[src/rtl/mux_pkg.sv]
// Shared definitions for the N:1 arbitrated output mux.
// Mode encodings and the wrap-around index helper.
package mux_pkg;

   localparam logic MODE_SEL = 1'b0;
   localparam logic MODE_RR  = 1'b1;

   function automatic int unsigned wrap_inc(
      input int unsigned idx,
      input int unsigned n
   );
      return (idx + 1 >= n) ? 0 : idx + 1;
   endfunction

endpackage

[src/rtl/mux_arb_nx1_rr.sv]
// Round-robin arbiter: owns the priority pointer and
// searches ptr+1, ptr+2, ... mod N for the first request.
module rr_arbiter
   import mux_pkg::*;
#(
   parameter  int N  = 4,
   localparam int SW = $clog2(N)
) (
   input  logic          clk,
   input  logic          rst,
   input  logic [N-1:0]  req,
   input  logic          adv,
   output logic [SW-1:0] gnt_idx,
   output logic          gnt_v
);

   logic [SW-1:0] ptr_q;
   logic [SW-1:0] ptr_d;

   always_comb begin
      logic [SW-1:0] idx;
      logic          found;
      gnt_idx = '0;
      found   = 1'b0;
      idx     = ptr_q;
      for (int o = 0; o < N; o++) begin
         idx = SW'(wrap_inc(32'(idx), 32'(N)));
         if (!found && req[idx]) begin
            found   = 1'b1;
            gnt_idx = idx;
         end
      end
   end

   assign gnt_v = |req;

   // The granted channel becomes lowest priority for the next search.
   assign ptr_d = adv ? gnt_idx : ptr_q;

   always_ff @(posedge clk or posedge rst) begin
      if (rst) begin
         ptr_q <= SW'(N - 1);
      end else begin
         ptr_q <= ptr_d;
      end
   end

endmodule

[src/rtl/mux_arb_nx1.sv]
// N:1 channel mux with manual or round-robin selection and a
// registered valid/ready output stage.
module mux_arb_nx1
   import mux_pkg::*;
#(
   parameter  int N  = 4,
   parameter  int W  = 8,
   localparam int SW = $clog2(N)
) (
   input  logic           clk,
   input  logic           rst,
   input  logic           mode,
   input  logic [SW-1:0]  S,
   input  logic [N*W-1:0] i_data,
   input  logic [N-1:0]   i_valid,
   output logic [N-1:0]   i_ready,
   output logic [W-1:0]   Y,
   output logic           y_valid,
   input  logic           y_ready,
   output logic [SW-1:0]  y_src
);

   logic          ld;
   logic          rr_mode;
   logic [SW-1:0] rr_idx;
   logic          rr_v;
   logic          sel_v;
   logic [SW-1:0] g;
   logic          gnt_v;
   logic          xfer;
   logic [W-1:0]  g_data;

   logic [W-1:0]  y_q;
   logic [W-1:0]  y_d;
   logic [SW-1:0] src_q;
   logic [SW-1:0] src_d;
   logic          vld_q;
   logic          vld_d;

   assign rr_mode = (mode == MODE_RR);
   assign ld      = !vld_q || y_ready;
   assign xfer    = ld && gnt_v;

   rr_arbiter #(
      .N (N)
   ) u_rr (
      .clk     (clk),
      .rst     (rst),
      .req     (i_valid),
      .adv     (xfer && rr_mode),
      .gnt_idx (rr_idx),
      .gnt_v   (rr_v)
   );

   // An out-of-range S never matches a channel, so it yields no grant.
   always_comb begin
      sel_v = 1'b0;
      for (int k = 0; k < N; k++) begin
         if (S == SW'(k)) begin
            sel_v = i_valid[k];
         end
      end
   end

   assign g     = rr_mode ? rr_idx : S;
   assign gnt_v = rr_mode ? rr_v : sel_v;

   always_comb begin
      g_data = '0;
      for (int k = 0; k < N; k++) begin
         if (g == SW'(k)) begin
            g_data = i_data[k*W +: W];
         end
      end
   end

   always_comb begin
      i_ready = '0;
      for (int k = 0; k < N; k++) begin
         i_ready[k] = xfer && (g == SW'(k));
      end
   end

   always_comb begin
      y_d   = y_q;
      src_d = src_q;
      vld_d = vld_q;
      if (ld) begin
         vld_d = gnt_v;
         if (gnt_v) begin
            y_d   = g_data;
            src_d = g;
         end
      end
   end

   always_ff @(posedge clk or posedge rst) begin
      if (rst) begin
         y_q   <= '0;
         src_q <= '0;
         vld_q <= 1'b0;
      end else begin
         y_q   <= y_d;
         src_q <= src_d;
         vld_q <= vld_d;
      end
   end

   assign Y       = y_q;
   assign y_src   = src_q;
   assign y_valid = vld_q;

   a_ready_onehot : assert property (
      @(posedge clk) disable iff (rst) $onehot0(i_ready)
   );

endmodule

[config.mk]
export PLATFORM = sky130hd
export DESIGN_NAME = mux_arb_nx1
export DESIGN_NICKNAME = d
export VERILOG_FILES = /design/src/rtl/mux_pkg.sv /design/src/rtl/mux_arb_nx1_rr.sv /design/src/rtl/mux_arb_nx1.sv
export SDC_FILE = /design/constraint.sdc
export NUM_CORES = 1
export LEC_CHECK = 0
export BUFFER_PORTS_ARGS = -buffer_cell sky130_fd_sc_hd__buf_2
export CAP_MARGIN = 0
export CELL_PAD_IN_SITES_DETAIL_PLACEMENT = 1
export CELL_PAD_IN_SITES_GLOBAL_PLACEMENT = 1
export CORE_ASPECT_RATIO = 0.5
export CORE_UTILIZATION = 32
export DETAILED_ROUTE_END_ITERATION = 10
export PLACE_DENSITY = 0.91
export SYNTH_ARGS = -nofsm -noshare
export SYNTH_HDL_FRONTEND = slang
export SYNTH_SLANG_ARGS = --single-unit
[constraint.sdc]
create_clock -name clk -period 3.6 [get_ports clk]
set_clock_uncertainty 0.2 [all_clocks]
set_input_delay 0.72 -clock clk [delete_from_list [all_inputs] [get_ports clk]]
set_output_delay 0.72 -clock clk [all_outputs]
set_load 0.005 [all_outputs]
==> impl_results.md <==
* Startpoint types: register
* Clock power frac at between 10% and 20%
* Worst-Skew Late Latency at 240 ps
* Int Power at ~560 uW
* Status: completed
* Slew @ Worst Pin at approximately 500 ps
* Post-DR vias/cell at 5.23
* Largest net degree at the start of global routing at 16
* Postcts setup bufs at 0
* Final Hold Viols at 0
* Io pins at 57
* Port Buffers at 56
* DRC errors left at 0
* Final Max Slew Viols at 0
* Number of clock sinks at 13
* Worst setup margin at about 160 ps
* FF+latch area at ~330 sq um
* Vias in the first global route at about 1200
* Worst Path Arrival at between 2000 and 3000 ps
* Post-synthesis cell count at about 120
* RSZ-0062 raised after global routing: false
* WP data required at between 2000 and 3000 ps
* FMAX at a little under 300 MHz
* Syn-to-layout area delta at 31.2%
* Share of layout cells above drive strength 1 at 41.2%
* Worst min path class: in2async
* Setup TNS Final at 0 ps
* Pwr per Cell Area at approximately 650 nW/um^2
* Logic pwr share at approximately 58%
* Nets@finish at roughly 220
* Synth warn at 0
* Syn nets at 166
* Die Wd at 86.2 um
* Slew margin rel. at about two thirds
* CP Max Fanout at 12
* Peak supply drop at 0.000207 V
* DR vias at between 1000 and 1500
* Fillers at roughly 410
* Initial antenna violation count at 0
* Kind of critical path: reg2out
* Synthesized flop and latch total at 13
* Sw power at 413 uW
* First-pass GRT wire length at 5970 um
* Drt wl/cell at 15.2 um
* Core ar. at roughly 3200 sq um
* Worst slack, placed at roughly 340 ps
* Fraction of registers with async set/reset at 100%
* Switching share of power at ~42%
* Std-Cell Rows at 14
* Post-cts resize count at 0
* Max Cap Viol at 0
* Area of the multi-input gates at 737 sq um
* CTS root buf: clkbuf_8
* Post-synth EDFFs at 0
* Sequential power share at between 20% and 30%
* Yosys cell types at 46
* CTS clk-pin slew, worst paths at ~60 ps
* # H-tree levels at 1
* Mapped cell area at approximately 1100 sq um
* Clock period minus worst slack at 3440 ps
* Initial Util at a little over a third
* Antenna Cells at 0
* GR Overflow Total at 0
* Die Span Y at roughly 44 um
* Iteration-0 DRC count of the detailed router at 29
* Sequential share of the synthesized area at around 29%
* Hold slack at 285 ps
* GRT Util Overall at between 20% and 30%
* HPWL after DPL at roughly 2700 um
* Post-CTS Hold Fix Bufs at 0
* Number of routed nets with antenna violations at 0
* Setup crit end kind: output port
* Die area at approximately 3800 sq um
* CTS tree: built
* Clock Path Buffers at 2
* Most used DFF post-synth: dfrtp_1
* Clock buffer count from CTS at 3
* Final Cycle Share at 95.5%
* Syn Area/Cell at 9.23 sq um
* Final setup vio count at 0
* Leak Pwr at about 0.0007 uW
* GPL Wtd Cong at approximately 0.84
* Post-Route WL at about 3400 um
* Drt first pass iters at 4
## flip-flops by register name, summed over array words and instances (netlist names)
signal and cells:
y_src 2, y_valid 1, u_rr.ptr_q 2, Y 8
## per-layer routing
metal | GRT usage (%) | vias up | routed length, um
li1 | - | 572 | -
met1 | 24.9 | 576 | 1530
met2 | 38.6 | 27 | 1740
met3 | 4.48 | 2 | 127
met4 | 5.00 | 0 | 21
met5 | 0 | - | 0
## cell families (layout without fill, tap and decap cells)
group / Yosys count / in the layout / share of synthesized area [%]
XOR/XNOR: 1 / 1 / 0.772
AO/OA/AOI/OAI: 35 / 35 / 27.6
adder cells (fa/ha/maj): 1 / 1 / 1.10
flip-flops: 13 / 13 / 28.9
buffers and inverters: 13 / 67 / 7.50
AND/OR/NAND/NOR: 47 / 47 / 22.5
multiplexers: 13 / 13 / 11.7
## synthesized netlist by cell type (all sizes together) (4+ instances only)
cell | n | area (sq um)
nor2 | 17 | 66.3
a221oi | 7 | 67.6
buf | 7 | 62.6
dfrtp | 11 | 275
inv | 4 | 15.0
nand2b | 6 | 37.5
nand2 | 5 | 18.8
o21a | 4 | 30.0
and2 | 8 | 50.1
a211oi | 7 | 52.6
mux2i | 11 | 110
## final timing paths
kind | from | endpoint | slack, ps | cells after the start
min in group clk | y_src[1] | y_src[1] | 290 | 1
hold reg to reg | y_src[1] | y_src[1] | 290 | 1
hold / removal | rst | y_src[1] | 280 | 2
setup reg to reg | u_rr.ptr_q[0] | Y[7] | 640 | 8
setup / recovery | u_rr.ptr_q[0] | i_ready[3] | 160 | 7
max in group asynchronous | rst | u_rr.ptr_q[0] | 2550 | 2
## cell usage in the layout (no fill, tap or decap), drive strengths merged, types with 2 or more instances in the layout
master / instances
nor2: 17
and2: 8
a221oi: 7
mux2: 2
nor2b: 2
clkbuf: 3
a211oi: 7
dfrtp: 11
nand2b: 6
and3: 2
nand3: 2
o211ai: 2
mux2i: 11
o21a: 4
buf: 59
inv: 4
dfstp: 2
nand2: 5
## layout make-up
type,count,share of cell area (%)
clock buffers,3,2.77
clock inverters,1,0.336
inverters,4,1.01
multi-input cells,97,49.5
flip-flops and latches,13,22.0
well taps,48,4.03
repair buffers,59,20.3
## power by group through the flow
stage	combinational, uW	clock, uW	sequential [uW]
3_5_place_dp	553	0	274
6_report	567	134	274
5_1_grt	624	145	284
3_3_place_gp	536	0	268
2_1_floorplan	422	0	262
4_1_cts	559	136	273
## worst max-delay path, stage by stage (launching register included)
cell	delay (ps)
dfstp_2	670
ha_1	370
xnor2_1	170
and3_1	210
o311a_1	360
o211ai_1	290
nor2_1	60
buf_2	140
## stage by stage
step	area, sq um	cells	utilization, %	power (uW)
2_1_floorplan	1130	123	-	684
3_3_place_gp	1430	221	44.8	804
3_5_place_dp	1430	221	44.8	828
4_1_cts	1470	225	46.2	968
5_1_grt	1490	225	46.7	1050
6_report	1490	225	46.7	974
(Power assumes the default switching activity.)
